==> src/rtl/regfile_wb_ctrl_pkg.sv <==
// Shared regfile bus widths, constants and the write-request record used by
// the writeback controller and its FIFO.
package regfile_wb_ctrl_pkg;

  localparam int RF_DATA_W  = 32;
  localparam int RF_ADDR_W  = 5;
  localparam int RF_REG_NUM = 32;
  localparam int RF_FIFO_DEPTH = 2;

  localparam logic [RF_DATA_W-1:0] ZERO_WORD = '0;
  localparam logic                 WE_ON     = 1'b1;

  typedef struct packed {
    logic [RF_ADDR_W-1:0] waddr;
    logic [RF_DATA_W-1:0] wdata;
  } wb_req_t;

endpackage

==> src/rtl/regfile_wb_ctrl_fifo.sv <==
// Small synchronous FIFO holding long-latency results until the write port
// is free. The caller guarantees no push when full and no pop when empty.
module wb_fifo #(
  parameter int W     = 37,
  parameter int DEPTH = 2
) (
  input  logic         clk,
  input  logic         rst,
  input  logic         push_i,
  input  logic [W-1:0] din_i,
  input  logic         pop_i,
  output logic         full_o,
  output logic         empty_o,
  output logic [W-1:0] head_o
);

  localparam int PTR_W = (DEPTH > 1) ? $clog2(DEPTH) : 1;
  localparam int CNT_W = PTR_W + 1;

  logic [W-1:0]     mem_q [DEPTH];
  logic [W-1:0]     mem_d [DEPTH];
  logic [PTR_W-1:0] wr_ptr_q, wr_ptr_d;
  logic [PTR_W-1:0] rd_ptr_q, rd_ptr_d;
  logic [CNT_W-1:0] count_q, count_d;

  always_comb begin
    mem_d    = mem_q;
    wr_ptr_d = wr_ptr_q;
    rd_ptr_d = rd_ptr_q;
    if (push_i) begin
      mem_d[wr_ptr_q] = din_i;
      wr_ptr_d        = wr_ptr_q + 1'b1;
    end
    if (pop_i) begin
      rd_ptr_d = rd_ptr_q + 1'b1;
    end
    // Simultaneous push and pop leaves the count unchanged.
    count_d = count_q + CNT_W'(push_i) - CNT_W'(pop_i);
  end

  always_ff @(posedge clk) begin
    if (rst) begin
      wr_ptr_q <= '0;
      rd_ptr_q <= '0;
      count_q  <= '0;
    end else begin
      wr_ptr_q <= wr_ptr_d;
      rd_ptr_q <= rd_ptr_d;
      count_q  <= count_d;
    end
    mem_q <= mem_d;
  end

  assign full_o  = (count_q == CNT_W'(DEPTH));
  assign empty_o = (count_q == '0);
  assign head_o  = mem_q[rd_ptr_q];

endmodule

==> src/rtl/regfile_wb_ctrl.sv <==
// Register-file write-port initiator: pipeline writeback has fixed priority
// over buffered long-latency results; a scoreboard tracks pending destinations.
module regfile_wb_ctrl
  import regfile_wb_ctrl_pkg::*;
#(
  parameter int DATA_W     = RF_DATA_W,
  parameter int ADDR_W     = RF_ADDR_W,
  parameter int REG_NUM    = RF_REG_NUM,
  parameter int FIFO_DEPTH = RF_FIFO_DEPTH
) (
  input  logic               clk,
  input  logic               rst,
  input  logic               a_valid_i,
  input  logic [ADDR_W-1:0]  a_waddr_i,
  input  logic [DATA_W-1:0]  a_wdata_i,
  input  logic               b_valid_i,
  output logic               b_ready_o,
  input  logic [ADDR_W-1:0]  b_waddr_i,
  input  logic [DATA_W-1:0]  b_wdata_i,
  input  logic               iss_valid_i,
  input  logic [ADDR_W-1:0]  iss_waddr_i,
  input  logic [ADDR_W-1:0]  chk_raddr1_i,
  input  logic [ADDR_W-1:0]  chk_raddr2_i,
  output logic               stall_o,
  output logic [REG_NUM-1:0] pending_o,
  output logic               we_o,
  output logic [ADDR_W-1:0]  waddr_o,
  output logic [DATA_W-1:0]  wdata_o
);

  localparam int ENT_W = ADDR_W + DATA_W;

  logic               fifo_full;
  logic               fifo_empty;
  logic               fifo_push;
  logic               fifo_pop;
  logic [ENT_W-1:0]   fifo_head;
  logic [ADDR_W-1:0]  head_waddr;
  logic [DATA_W-1:0]  head_wdata;
  logic [REG_NUM-1:0] pending_q, pending_d;

  assign {head_waddr, head_wdata} = fifo_head;

  // Ready depends only on registered occupancy; x0 results are accepted
  // by the handshake but dropped instead of enqueued.
  assign b_ready_o = !fifo_full;
  assign fifo_push = b_valid_i && b_ready_o && (b_waddr_i != '0);
  assign fifo_pop  = !rst && !a_valid_i && !fifo_empty;

  wb_fifo #(
    .W     (ENT_W),
    .DEPTH (FIFO_DEPTH)
  ) u_fifo (
    .clk     (clk),
    .rst     (rst),
    .push_i  (fifo_push),
    .din_i   ({b_waddr_i, b_wdata_i}),
    .pop_i   (fifo_pop),
    .full_o  (fifo_full),
    .empty_o (fifo_empty),
    .head_o  (fifo_head)
  );

  always_comb begin
    we_o    = 1'b0;
    waddr_o = '0;
    wdata_o = '0;
    if (!rst) begin
      if (a_valid_i) begin
        we_o    = WE_ON;
        waddr_o = a_waddr_i;
        wdata_o = a_wdata_i;
      end else if (!fifo_empty) begin
        we_o    = WE_ON;
        waddr_o = head_waddr;
        wdata_o = head_wdata;
      end
    end
  end

  // Clear on pop first so a same-cycle reservation of that register wins.
  always_comb begin
    pending_d = pending_q;
    if (fifo_pop) begin
      pending_d[head_waddr] = 1'b0;
    end
    if (iss_valid_i && (iss_waddr_i != '0)) begin
      pending_d[iss_waddr_i] = 1'b1;
    end
    pending_d[0] = 1'b0;
  end

  always_ff @(posedge clk) begin
    if (rst) begin
      pending_q <= '0;
    end else begin
      pending_q <= pending_d;
    end
  end

  assign pending_o = pending_q;
  assign stall_o   = pending_q[chk_raddr1_i] | pending_q[chk_raddr2_i];

endmodule

==> config.mk <==
export PLATFORM = sky130hd
export DESIGN_NAME = regfile_wb_ctrl
export DESIGN_NICKNAME = d
export VERILOG_FILES = /design/src/rtl/regfile_wb_ctrl_pkg.sv /design/src/rtl/regfile_wb_ctrl_fifo.sv /design/src/rtl/regfile_wb_ctrl.sv
export SDC_FILE = /design/constraint.sdc
export NUM_CORES = 1
export LEC_CHECK = 0
export CAP_MARGIN = 20
export CORE_MARGIN = 2
export CORE_UTILIZATION = 35
export CTS_CLUSTER_SIZE = 24
export DETAILED_ROUTE_END_ITERATION = 8
export PLACE_DENSITY = 0.66
export SYNTH_ARGS = -nofsm -noshare
export SYNTH_HDL_FRONTEND = slang
export SYNTH_SLANG_ARGS = --single-unit
==> constraint.sdc <==
create_clock -name clk -period 2.6 [get_ports clk]
set_input_delay 0.52 -clock clk [delete_from_list [all_inputs] [get_ports clk]]
set_output_delay 0.52 -clock clk [all_outputs]
set_load 0.02 [all_outputs]
==> impl_metrics.py <==
metrics = {
    "critical_path": {
        "crit_path_max_incr_delay_ps": 410,
        "crit_path_top_delay_cell": "clkdlybuf4s50_1",
        "crit_path_end_kind": "output port",
        "critical_path.top_delay_family": "buffers and inverters",
        "crit_cells": 5,
        "rrSetupSlack_ps": 610,
        "critPathMaxFanout": 38,
        "crit_arrival_ps": 2040,
        "worst-setup-path-type": "in -> out",
        "critPathLaunch": "a_valid_i",
        "endpoint": "wdata_o[17]",
        "rr_worst_depth": 10,
        "crit-reg2reg-launch": "u_fifo.count_q[1]$_SDFF_PP0_",
        "worstPathCellList": "clkdlybuf4s50_1 -> or3_1 -> buf_12 -> o21ai_0 -> dlygate4sd1_1",
        "r2r-end": "u_fifo.count_q[1]$_SDFF_PP0_",
        "cp_data_required_time_ps": 2080,
        "start_kind": "input pin",
        "critPathBufInv": 3,
    },
    "die": {
        "die_width_um": 125,
        "start_util_pct": 35.6,
        "core-area_um2": 14400,
        "rows": 44,
        "io_pins": 166,
        "die_h_um": 125,
        "die_area_um2": 15600,
    },
    "cells_and_area": {
        "postLayoutCellArea_um2": 7310,
        "synthToLayoutAreaGrowth_pct": 42.5,
        "fill_cells": 1332,
        "nNetsFinal": 735,
        "n_antenna_cell": 0,
        "drive_above_1_share_pct": 15.7,
        "stdcell_count": 828,
    },
    "logic_synthesis": {
        "synthArstFlopShare_pct": 0,
        "synthesis.area_um2": 5130,
        "synth-seq-cells": 109,
        "synth_common_cells": "85 x nand2_1, 74 x edfxtp_1, 68 x o21ai_0",
        "synth.distinct_cells": 43,
        "synth_edf_count": 74,
        "yosysTopAreaCellShare_pct": 43.3,
        "synth.avg_cell_area_um2": 11.1,
        "synth_nets": 557,
        "ys_seq_area_share_pct": 57.0,
        "ys_top_cells_by_area": "edfxtp_1 43%, dfxtp_1 14%, mux2i_1 7.8%, o21ai_0 6.6%, nand2_1 6.2%",
        "synthCells": 461,
        "synth.most_common_cell": "nand2_1",
        "yosysTopAreaCell": "edfxtp_1",
        "synth_warnings": 0,
        "ys.flop_type": "edfxtp_1",
    },
    "global_route": {
        "grt.total_usage_pct": 17.1,
        "grt_pass1_wl_um": 21300,
        "grt_overflow": 0,
        "grt_start_max_net_pins": 39,
        "antenna_found_initial": 0,
        "grt_pass1_vias": 4231,
    },
    "status": {
        "outcome": "finished, final reports clean",
    },
    "sta": {
        "skew_ps": 4.21,
        "slew_headroom_pct": 53.7,
        "rsz0062_at_grt": "no",
        "finalCritPeriodShare_pct": 98.4,
        "tightest_slew_ps": 694,
        "hold_viol": 0,
        "final_max_slew_viol_count": 0,
        "fin_crit_ps": 2560,
        "setup_viol": 0,
        "holdWs_ps": 527,
        "fmax_mhz": 391,
        "layout_setup_ws_ps": 41.9,
    },
    "placed_design": {
        "io_buffers": 164,
        "dpl-instance-area_um2": 7190,
        "dp.cells": 812,
        "dp_slack_ps": -739,
        "post-dp-hpwl_um": 10300,
        "gp_congestion": 0.857,
    },
    "pwr": {
        "p_leak_nw": 2.60,
        "p_int_mw": 3.36,
        "clkPwrFrac_pct": 25.9,
        "combPwrFrac_pct": 28.3,
        "swShare_pct": 30.5,
        "p_seq_share_pct": 45.8,
        "power_switching_mw": 1.48,
        "ir_drop_mv": 0.450,
        "powerDensity_nw_per_um2": 662,
    },
    "clocking": {
        "cts_buffers": 9,
        "clockBufferDepth": 2,
        "path_clk_slew_ps": 70,
        "ctsHoldBuffers": 0,
        "htree_levels": 3,
        "cts_root_buf": "clkbuf_16",
        "cts_tree": "built",
        "clock_sink_count": 109,
        "insertion_delay_ps": 340,
        "cts_setup_buffers": 0,
    },
    "drt": {
        "drcViolationCount": 0,
        "drt-total-wl_um": 13600,
        "vias": 4221,
        "first_pass_iters": 5,
        "drt_iter0_drc": 167,
        "wl_per_cell_um": 16.4,
        "via_per_inst": 5.10,
        "ant_nets": 0,
    },
    "run": {
        "cap_violations": 0,
    },
    "min_path": {
        "hold_class": "reg -> reg",
    },
}
==> worst min-delay path by stage <==
stage,slack (ps),endpoint,startpoint,depth (start not counted)
3_3_place_gp,510,pending_o[3]$_SDFF_PP0_,pending_o[3]$_SDFF_PP0_,2
3_5_place_dp,520,pending_o[17]$_SDFF_PP0_,pending_o[17]$_SDFF_PP0_,2
2_1_floorplan,520,u_fifo.wr_ptr_q$_SDFFE_PP0P_,u_fifo.wr_ptr_q$_SDFFE_PP0P_,3
4_1_cts,530,pending_o[17]$_SDFF_PP0_,pending_o[17]$_SDFF_PP0_,2
6_report,530,pending_o[17]$_SDFF_PP0_,pending_o[17]$_SDFF_PP0_,2
5_1_grt,570,pending_o[11]$_SDFF_PP0_,pending_o[11]$_SDFF_PP0_,2
==> through the flow <==
stage          util, %  TNS [ps]  power [mW]
3_3_place_gp      49.8    -10360        3.69
4_1_cts           51.4         0        4.92
6_report          50.7         0        4.84
3_5_place_dp      49.8    -10490        3.73
5_1_grt           50.7         0        5.09
2_1_floorplan        -    -11710        3.03
==> layout make-up <==
class | count | area (um2) | share of cell area [%]
Clock buffer | 9 | 225 | 3.08
Clock inverter | 7 | 48.8 | 0.668
Inverter | 10 | 37.5 | 0.514
Multi-Input combinational cell | 315 | 2060 | 28.1
Sequential cell | 109 | 2920 | 40.0
Tap cell | 184 | 230 | 3.15
Timing Repair Buffer | 194 | 1790 | 24.4
==> layout by cell type (no fill, tap or decap), types with 13 or more instances in the layout <==
cell type	netlist	routed
dfxtp_1	35	34
a21oi_1	39	39
mux2i_1	40	40
buf_4	4	23
clkdlybuf4s50_1	0	119
o21ai_0	68	66
nor2_1	15	13
nand2_1	85	85
edfxtp_1	74	74
clkbuf_2	0	28
==> routing by layer <==
layer | wire length, um | track usage, %
met1 | 5860 | 22.1
met2 | 6340 | 27.5
met3 | 1240 | 5.18
met4 | 124 | 5.56
met5 | 0 | 0
==> worst min-delay path, cell delays in order, from the launching register on <==
cell	delay [ps]
dfxtp_1	340
o21ai_0	80
a21oi_1	60
==> registers in the layout (all words and copies together), names as in the netlist <==
signal           cells
u_fifo.mem_q        74
pending_o           31
u_fifo.count_q       2
u_fifo.rd_ptr_q      1
u_fifo.wr_ptr_q      1
==> logic make-up after synthesis <==
kind of cell | count (synthesis) | share of synthesized area (%)
and+or+nand+nor | 128 | 10.8
AOI/OAI and AO/OA | 124 | 13.2
DFF | 109 | 57.0
muxes | 57 | 14.7
buffers and inverters | 37 | 3.27
xor gates and xnor gates | 3 | 0.512
adders and majority gates | 2 | 0.488
other | 1 | 0.0731
==> repair_timing <==
item | in CTS | in global routing
pin swaps | 0 | 0
gates resized for setup | 59 | 100
endpoints found under the setup margin | 39 | 38
==> power groups by stage <==
stage,sequential [mW],combinational [mW],clock (mW)
final,2.22,1.37,1.25
after global routing,2.24,1.49,1.36
after CTS,2.22,1.41,1.29
after detailed placement,2.26,1.47,0
after global placement,2.25,1.45,0
after floorplan,2.22,0.807,0
(Power assumes the default switching activity.)
